## src/rtl/rgb_pkg.sv

```systemverilog
// Shared constants and types for the SPI-to-RGB register file.
package rgb_pkg;
  localparam logic [6:0] ADDR_STATUS = 7'h7E;
  localparam logic [6:0] ADDR_CTRL   = 7'h7F;

  localparam int CTRL_COMMIT  = 0;
  localparam int CTRL_CLR_ERR = 1;
  localparam int CTRL_CLR_ALL = 2;

  localparam int STAT_BUSY = 0;
  localparam int STAT_PEND = 1;
  localparam int STAT_ERR  = 2;

  typedef enum logic [1:0] {IDLE, CMD, WR, RD} state_t;

  typedef struct packed {
    logic [7:0] r;
    logic [7:0] g;
    logic [7:0] b;
  } rgb_t;
endpackage

```

## src/rtl/rgb_colour_bank.sv

```systemverilog
// Colour byte store: SPI byte write/read, bulk load, clear, registered per-LED read.
module rgb_colour_bank
  import rgb_pkg::*;
#(
  parameter int NUM_LEDS = 8,
  parameter int IDX_W    = 6
) (
  input  logic                           clk,
  input  logic                           rst,
  input  logic                           clr,
  input  logic                           wr_en,
  input  logic [6:0]                     wr_addr,
  input  logic [7:0]                     wr_data,
  input  logic                           copy_en,
  input  logic [3*NUM_LEDS-1:0][7:0]     copy_data,
  output logic [3*NUM_LEDS-1:0][7:0]     mem_q,
  input  logic [6:0]                     byte_addr,
  output logic [7:0]                     byte_q,
  input  logic [IDX_W-1:0]               rd_idx,
  output rgb_t                           rd_rgb
);
  localparam int NB = 3 * NUM_LEDS;

  logic [NB-1:0][7:0] mem;
  rgb_t               rd_nxt;

  assign mem_q = mem;

  always_ff @(posedge clk) begin
    if (rst || clr) mem <= '0;
    else if (copy_en) mem <= copy_data;
    else if (wr_en)
      for (int i = 0; i < NB; i++)
        if (wr_addr == 7'(i)) mem[i] <= wr_data;
  end

  always_comb begin
    byte_q = '0;
    for (int i = 0; i < NB; i++)
      if (byte_addr == 7'(i)) byte_q = mem[i];
  end

  // Out-of-range indices fall through to zero.
  always_comb begin
    rd_nxt = '0;
    for (int i = 0; i < NUM_LEDS; i++)
      if (rd_idx == IDX_W'(i)) rd_nxt = {mem[3*i], mem[3*i+1], mem[3*i+2]};
  end

  always_ff @(posedge clk) begin
    if (rst) rd_rgb <= '0;
    else     rd_rgb <= rd_nxt;
  end
endmodule

```

## src/rtl/spi_rgb_regfile.sv

```systemverilog
// SPI frame decoder and LED colour register file with deferred update strobe.
// Define SPI_RGB_SHADOW_EN to double-buffer colours, swapping on led_update.
module spi_rgb_regfile
  import rgb_pkg::*;
#(
  parameter int NUM_LEDS = 8,
  parameter int IDX_W    = 6
) (
  input  logic             clk,
  input  logic             rst,
  input  logic             frame_active,
  input  logic             rx_valid,
  input  logic [7:0]       rx_data,
  output logic [7:0]       tx_data,
  output logic             tx_load,
  input  logic [IDX_W-1:0] led_rd_idx,
  output logic [23:0]      led_rd_rgb,
  input  logic             led_busy,
  output logic             led_update,
  output logic             err
);
  state_t     state;
  logic [6:0] addr;
  logic       fa_d, pending;

  logic [6:0] acc_addr;
  logic [7:0] byte_q, rd_val;
  logic       is_colour, unmapped, do_rd, do_wr, ctrl_wr, clr_all, fire;

  // In CMD the command byte itself carries the first read address.
  assign acc_addr  = (state == CMD) ? rx_data[6:0] : addr;
  assign is_colour = acc_addr < 7'(3 * NUM_LEDS);
  assign unmapped  = !is_colour && acc_addr != ADDR_STATUS && acc_addr != ADDR_CTRL;
  assign do_rd     = frame_active && rx_valid &&
                     ((state == CMD && rx_data[7]) || state == RD);
  assign do_wr     = frame_active && rx_valid && state == WR;
  assign ctrl_wr   = do_wr && addr == ADDR_CTRL;
  assign clr_all   = ctrl_wr && rx_data[CTRL_CLR_ALL];
  assign fire      = pending && !led_busy;

  always_comb begin
    rd_val = '0;
    if (acc_addr == ADDR_STATUS) begin
      rd_val[STAT_BUSY] = led_busy;
      rd_val[STAT_PEND] = pending;
      rd_val[STAT_ERR]  = err;
    end else if (is_colour) begin
      rd_val = byte_q;
    end
  end

`ifdef SPI_RGB_SHADOW_EN
  logic [3*NUM_LEDS-1:0][7:0] shadow_q;

  rgb_colour_bank #(.NUM_LEDS(NUM_LEDS), .IDX_W(IDX_W)) u_shadow (
    .clk(clk), .rst(rst), .clr(clr_all),
    .wr_en(do_wr && is_colour), .wr_addr(addr), .wr_data(rx_data),
    .copy_en(1'b0), .copy_data('0), .mem_q(shadow_q),
    .byte_addr(acc_addr), .byte_q(byte_q),
    .rd_idx('0), .rd_rgb()
  );

  rgb_colour_bank #(.NUM_LEDS(NUM_LEDS), .IDX_W(IDX_W)) u_active (
    .clk(clk), .rst(rst), .clr(clr_all),
    .wr_en(1'b0), .wr_addr('0), .wr_data('0),
    .copy_en(fire), .copy_data(shadow_q), .mem_q(),
    .byte_addr('0), .byte_q(),
    .rd_idx(led_rd_idx), .rd_rgb(led_rd_rgb)
  );
`else
  rgb_colour_bank #(.NUM_LEDS(NUM_LEDS), .IDX_W(IDX_W)) u_bank (
    .clk(clk), .rst(rst), .clr(clr_all),
    .wr_en(do_wr && is_colour), .wr_addr(addr), .wr_data(rx_data),
    .copy_en(1'b0), .copy_data('0), .mem_q(),
    .byte_addr(acc_addr), .byte_q(byte_q),
    .rd_idx(led_rd_idx), .rd_rgb(led_rd_rgb)
  );
`endif

  always_ff @(posedge clk) begin
    if (rst) begin
      state      <= IDLE;
      addr       <= '0;
      fa_d       <= 1'b0;
      pending    <= 1'b0;
      tx_data    <= '0;
      tx_load    <= 1'b0;
      led_update <= 1'b0;
      err        <= 1'b0;
    end else begin
      fa_d       <= frame_active;
      tx_load    <= do_rd;
      if (do_rd) tx_data <= rd_val;
      led_update <= fire;
      // A commit landing on the firing cycle re-arms pending.
      pending    <= (pending && !fire) || (ctrl_wr && rx_data[CTRL_COMMIT]);
      err        <= (err && !(ctrl_wr && rx_data[CTRL_CLR_ERR])) ||
                    ((do_rd || do_wr) && unmapped);

      if (!frame_active) begin
        state <= IDLE;
      end else begin
        case (state)
          IDLE: if (!fa_d) state <= CMD;
          CMD: if (rx_valid) begin
            state <= rx_data[7] ? RD : WR;
            addr  <= rx_data[7] ? rx_data[6:0] + 7'd1 : rx_data[6:0];
          end
          default: if (rx_valid) addr <= addr + 7'd1;
        endcase
      end
    end
  end
endmodule

```

## config.mk

```make
export PLATFORM = sky130hd
export DESIGN_NAME = spi_rgb_regfile
export DESIGN_NICKNAME = d
export VERILOG_FILES = /design/src/rtl/rgb_pkg.sv /design/src/rtl/rgb_colour_bank.sv /design/src/rtl/spi_rgb_regfile.sv
export SDC_FILE = /design/constraint.sdc
export NUM_CORES = 1
export LEC_CHECK = 0
export BUFFER_PORTS_ARGS = -buffer_cell sky130_fd_sc_hd__buf_4
export CORE_MARGIN = 2
export CORE_UTILIZATION = 40
export DETAILED_ROUTE_END_ITERATION = 12
export GPL_ROUTABILITY_DRIVEN = 0
export PLACE_DENSITY_LB_ADDON = 0.2
export SLEW_MARGIN = 25
export SYNTH_ARGS = -nofsm -noshare
export SYNTH_HDL_FRONTEND = slang
export SYNTH_SLANG_ARGS = --single-unit
```

## constraint.sdc

```tcl
create_clock -name clk -period 4 [get_ports clk]
set_clock_uncertainty 0.15 [all_clocks]
set_input_delay 0.6 -clock clk [delete_from_list [all_inputs] [get_ports clk]]
set_output_delay 0.6 -clock clk [all_outputs]
set_load 0.005 [all_outputs]
```

==> flow_summary.json, run 1 <==
{
  "setup.worst_path.start_class": "flip-flop",
  "rr_worst_depth": 9,
  "cts_inserted_buffers": 27,
  "synthesis_warning_total": 0,
  "synth-simple-area-share": 0.170,
  "grt-ovfl-total": 0,
  "drc_errors_left": 0,
  "netlist_instances": 1544,
  "post_synth_mux_area_share": 0.0788,
  "synth_top_family_by_area": "compound AO/OA/AOI/OAI gates",
  "timing.final.max_slew_violations": 0,
  "maxSlewHeadroom": 0.323,
  "critical_path.reg2reg.startpoint": "state[1]",
  "synth_top_flop_cell": "dfxtp_1",
  "layout_commonest_cell": "nand2_1",
  "drt-initial-drc-count": 2024,
  "finalNetCount": 1586,
  "post-cts-setup-buffers": 0,
  "final_layout_size_suffix_gt1_frac": 0.157,
  "netlist_top_cells_area": "dfxtp_1, a21oi_1, nand2_1, o21ai_0, mux4_2",
  "vias_per_cell": 6.54,
  "finalCritPeriodShare": 0.895,
  "drt_pre_antenna_iters": 8,
  "hold-path-endpoint": "led_update",
  "hold_depth": 2,
  "cts_tree": "done",
  "tns_ps": 0,
  "crit_fanout": 15,
  "design.die.area_um2": 32200,
  "worst-setup-path-type": "flip-flop to flip-flop",
  "worstHoldPathType": "input port to flip-flop",
  "setup_viol": 0,
  "reg2reg_setup_slack_ps": 420,
  "area_growth_pct": 15.0,
  "worst_setup_hold_path_clk_slew_ps": 70,
  "p_leak_uw": 0.00457,
  "die_h_um": 180,
  "cap_viol_max_count": 0,
  "post_synth_edffs": 0,
  "maximum_number_of_pins_on_one_net_before_global_route_repair": 81,
  "worst_ep_arrival_time_ps": 3830,
  "mappedNetlistNets": 1568,
  "cts.htree.levels": 1,
  "tightestPinTransition_ps": 1020,
  "synth_cell_types": 74,
  "vdd_ir_drop_max_mv": 0.278,
  "final_antenna_net_count": 0,
  "final.min_clock_period_ps": 3580,
  "syn_avg_cell_area_um2": 7.98,
  "yosys_register_bits": 238,
  "antenna_found_initial": 0,
  "most-common-layout-cells": "nand2_1, dfxtp_1, a21oi_1, o21ai_0, buf_4",
  "cts_sinks": 238,
  "reg2reg_capture_point": "tx_data[1]",
  "rsz0062_at_grt": "false",
  "antenna_cells": 0,
  "synth_async_sr_flop_share": 0,
  "placement.io_buffers": 53,
  "postRouteWirelength_mm": 50.7,
  "wire_per_inst_um": 25.7,
  "place.detailed.hpwl_mm": 35.2,
  "final-instance-count-excl-fill": 1976,
  "number_of_vias_in_the_routed_layout": 12900,
  "detailedPlace.worstSlack_ps": 470,
  "numPlacedInstances": 1929,
  "grt.total_usage": 0.301,
  "hold_violations": 0,
  "setup_slack_ps": 421,
  "maxClockFrequency_ghz": 0.279,
  "synth_adder_area_share": 0.00507,
  "dieWidth_um": 180,
  "status": "complete, no violations",
  "synth_top_area_frac": 0.386,
  "clk_root_buffer_cell": "clkbuf_16",
  "finalHoldWorstSlack_ps": 121,
  "global_route_wire_length_before_repair_mm": 75.7,
  "post_synth_xor_area_fraction": 0.00426,
  "initial_utilization": 0.405,
  "cts_hold_repair.buffers": 0,
  "first_global_vias": 11600,
  "post-synth-top-area-cell": "dfxtp_1",
  "hold_path.startpoint": "led_busy",
  "worstPathRequired_ps": 4250,
  "floorplan.rows": 64,
  "postCtsResizedCells": 0,
  "synth_sequential_area_ratio": 0.386,
  "fp.coreArea_um2": 30400,
  "crit_path_end_kind": "flip-flop",
  "num_io_pins": 54,
  "synth-compound-area-share": 0.305,
  "insertion_delay_ps": 540,
  "clockBufferDepth": 3,
  "power_per_cell_area_nw_per_um2": 370,
  "netlist_area_um2": 12300
}
-- cells by family (layout without fill, tap and decap cells) --
kind of cell / Yosys count / count (layout)
XOR/XNOR: 6 / 6
buffers and inverters: 151 / 187
AND/OR/NAND/NOR: 449 / 449
flip-flops: 238 / 238
multiplexers: 62 / 62
AO/OA/AOI/OAI: 633 / 633
adder cells (fa/ha/maj): 5 / 5
-- cell usage after synthesis (4+ instances only) --
cell      instances
a31oi_1           6
a221oi_1         15
nand3_1          16
ha_1              5
nand4_1          18
mux2i_1          30
a22oi_1          28
a22o_1            5
and3_1            6
clkbuf_1        111
o22ai_1          15
a32oi_1           5
a211oi_1          6
nor2_2            9
mux4_2           27
nor4_4            7
nor2_1           89
o21ai_1          73
buf_1             8
buf_2            14
buf_6             5
o211ai_1          5
a222oi_1         29
o21ai_0         181
nor3_1           13
inv_1            10
nand2b_1          6
nand2_1         255
a21oi_1         223
or4_1             4
dfxtp_1         238
-- per-layer routing --
layer | up-vias | wire length, um | track usage
met5 | - | 0 | 0
met2 | 887 | 21900 | 0.455
met3 | 150 | 5650 | 0.0551
li1 | 5721 | - | -
met4 | 0 | 2600 | 0.136
met1 | 6162 | 20600 | 0.417
-- state kept, by name (all words and copies together), names as in the netlist --
| register | cells |
|---|---|
| addr | 7 |
| err | 1 |
| fa_d | 1 |
| led_update | 1 |
| pending | 1 |
| state | 2 |
| tx_data | 8 |
| tx_load | 1 |
| u_bank.mem_q | 192 |
| u_bank.rd_rgb | 24 |
-- critical path: stages, from the launching register on --
cell	delay (ps)
dfxtp_1	340
nand2b_1	520
buf_4	330
a31o_1	540
nand4_1	400
nor2_1	210
a41oi_1	80
or4_1	500
a221oi_1	270
nor3_1	80
-- report_power, final --
group          leakage, uW  internal, uW  switching, uW  total, uW
registers          0.00192          2370           4.22       2380
logic              0.00221          93.0            258        351
clock network     0.000448          1480           1030       2510
-- cell type report --
class	count	area, um2
fillers	3012	16200
multi-input cells	1155	6970
flip-flops and latches	238	4760
repair buffers	130	1010
clock buffers	39	821
well taps	396	495
clock inverters	8	81.3
inverters	10	37.5
-- how the worst max path moves through the flow --
| stage | from | slack, ps | endpoint | cells past startpoint |
|---|---|---|---|---|
| after floorplan | rx_data[6] | 1000 | tx_data[0] | 10 |
| after global placement | rx_data[5] | 540 | tx_data[4] | 9 |
| after global routing | state[1] | 230 | tx_data[1] | 9 |
| final | state[1] | 420 | tx_data[1] | 9 |
| after detailed placement | rx_data[1] | 470 | tx_data[1] | 9 |
| after CTS | state[1] | 560 | tx_data[1] | 9 |
-- through the flow --
step                      power, uW   util  cell area (um2)
after floorplan                2650      -            12300
after global placement         2770  0.436            13300
after detailed placement       2770  0.436            13300
after CTS                      5260  0.466            14200
after global routing           5360  0.466            14200
final                          5240  0.466            14200
Note: power is estimated with default switching activity, not from simulation.
==> inputs of run 2 (changes only) <==
--- a/config.mk
+++ b/config.mk
@@ -7,7 +7,7 @@
 export LEC_CHECK = 0
 export BUFFER_PORTS_ARGS = -buffer_cell sky130_fd_sc_hd__buf_4
 export CORE_MARGIN = 2
-export CORE_UTILIZATION = 40
+export CORE_UTILIZATION = 30
 export DETAILED_ROUTE_END_ITERATION = 12
 export GPL_ROUTABILITY_DRIVEN = 0
 export PLACE_DENSITY_LB_ADDON = 0.2
==> run 2 against run 1 <==
Register-to-register slack improved by 170 ps. Non-clock buffer count up 8. First-iteration DRC count shrank 17%. Critical path depth up 2. Worst setup slack improved by 170 ps. Critical path type unchanged. Sequential share of layout area down 0.70 points. Highest routed layer unchanged. Sequential cell count unchanged.
==> flow_summary.json, run 2 (synthesis results as in run 1) <==
{
  "reg2reg_setup_slack_ps": 590,
  "antenna_found_initial": 1,
  "rsz0062_at_grt": "false",
  "fp.coreArea_um2": 40700,
  "vdd_ir_drop_max_mv": 0.296,
  "cp_top_family": "compound AO/OA/AOI/OAI gates",
  "place.detailed.hpwl_mm": 38.2,
  "reg2reg_capture_point": "tx_data[2]",
  "tightestPinTransition_ps": 1150,
  "setup_viol": 0,
  "area_growth_pct": 17.5,
  "final_antenna_net_count": 0,
  "wire_per_inst_um": 25.6,
  "tns_ps": 0,
  "placement.io_buffers": 53,
  "setup.worst_path.start_class": "flip-flop",
  "crit_fanout": 26,
  "worst_path_max_delay_cell": "mux2_4",
  "grt.total_usage": 0.251,
  "drc_errors_left": 0,
  "post-cts-setup-buffers": 0,
  "finalCritPeriodShare": 0.851,
  "worstHoldPathType": "input port to flip-flop",
  "maximum_number_of_pins_on_one_net_before_global_route_repair": 86,
  "worst-setup-path-type": "flip-flop to flip-flop",
  "cap_viol_max_count": 0,
  "timing.final.max_slew_violations": 0,
  "critical_path_buf_inv_count": 3,
  "final_layout_size_suffix_gt1_frac": 0.163,
  "area_of_all_placed_cells_without_fillers_um2": 14500,
  "global_route_wire_length_before_repair_mm": 80.6,
  "finalNetCount": 1595,
  "report.power.total_uw": 5470,
  "rr_worst_depth": 11,
  "maxSlewHeadroom": 0.232,
  "floorplan.rows": 74,
  "drt-initial-drc-count": 1688,
  "insertion_delay_ps": 560,
  "critical_path.reg2reg.startpoint": "state[1]",
  "dpl-instance-area_um2": 13500,
  "worst_setup_hold_path_clk_slew_ps": 60,
  "first_global_vias": 12100,
  "cp_common_cell": "buf_4",
  "design.die.area_um2": 42700,
  "cts_hold_repair.buffers": 0,
  "postRouteWirelength_mm": 54.4,
  "hold-path-endpoint": "led_update",
  "postCtsResizedCells": 0,
  "worst_ep_arrival_time_ps": 3670,
  "cts_sinks": 238,
  "initial_utilization": 0.303,
  "cts.htree.levels": 1,
  "worst_path_max_stage_delay_ps": 480,
  "drt_pre_antenna_iters": 7,
  "p_leak_uw": 0.00464,
  "status": "complete, no violations",
  "timing.critical_path.cells": "buf_4 -> nand2b_1 -> buf_12 -> mux2_4 -> nor3_2 -> buf_4 -> nand2_1 -> o21ai_0 -> o31ai_1 -> a21oi_1 -> o21ai_1",
  "die_h_um": 207,
  "grt-ovfl-total": 0,
  "cts_inserted_buffers": 28,
  "vias_per_cell": 6.06,
  "hold_depth": 2,
  "crit_path_end_kind": "flip-flop",
  "maxClockFrequency_ghz": 0.294,
  "hold_path.startpoint": "led_busy",
  "number_of_vias_in_the_routed_layout": 12900,
  "clockBufferDepth": 3,
  "dieWidth_um": 207,
  "cts_tree": "done",
  "hold_violations": 0,
  "most-common-layout-cells": "nand2_1, dfxtp_1, a21oi_1, o21ai_0, buf_4",
  "layout_commonest_cell": "nand2_1",
  "worstPathRequired_ps": 4270,
  "num_io_pins": 54,
  "final.min_clock_period_ps": 3410,
  "finalHoldWorstSlack_ps": 88.4,
  "clk_root_buffer_cell": "clkbuf_16",
  "power_per_cell_area_nw_per_um2": 377,
  "largest_register_ffs": 192
}
run 2: cell count changes in the layout (fill, tap and decap cells not counted), sizes merged:
cell	change
buf	+8
bufinv	+3
clkbuf	-5
clkinv	+6
clkinvlp	+1
diode	+1
inv	-1
run 2: area by class of cell:
cell class	count	area (um2)
clock inverter	17	198
tap	532	666
timing repair buffer	138	1070
multi-input combinational	1155	6970
fill	4243	26300
clock buffer	34	774
sequential	238	4760
antenna	1	2.50
inverter	10	37.5
run 2: worst max-delay path by stage:
stage / startpoint / end / slack (ps) / depth (start not counted)
2_1_floorplan: rx_data[6] / tx_data[0] / 1000 / 10
3_3_place_gp: rx_data[5] / tx_data[7] / 530 / 9
3_5_place_dp: rx_data[5] / tx_data[7] / 530 / 9
4_1_cts: state[1] / tx_data[1] / 680 / 10
5_1_grt: state[1] / tx_data[3] / 500 / 12
6_report: state[1] / tx_data[2] / 590 / 11
run 2: where the power goes:
part	leakage [uW]	switching, uW	total (uW)	internal [uW]
clock network	0.000482	1090	2720	1630
logic	0.00225	267	364	97.4
registers	0.00192	4.14	2380	2370
run 2: metal layers:
metal	vias to the layer above	global-route usage	share of wire
li1	5734	-	-
met1	6194	0.353	0.43
met2	787	0.378	0.43
met3	152	0.0498	0.10
met4	0	0.0998	0.043
met5	-	0	0
run 2: worst register-to-register path, delay by kind of cell, from the launching register on:
kind	cells	cell delay, ps
buffers and inverters	3	680
AO/OA/AOI/OAI	4	1020
multiplexers	1	510
AND/OR/NAND/NOR	3	620
flip-flops	1	310
run 2: through the flow:
step,instances,setup WS [ps],util
after floorplan,1544,1000,-
final,2125,595,0.356
after global routing,2124,498,0.355
after global placement,2073,526,0.332
after detailed placement,2073,531,0.332
after CTS,2124,683,0.355
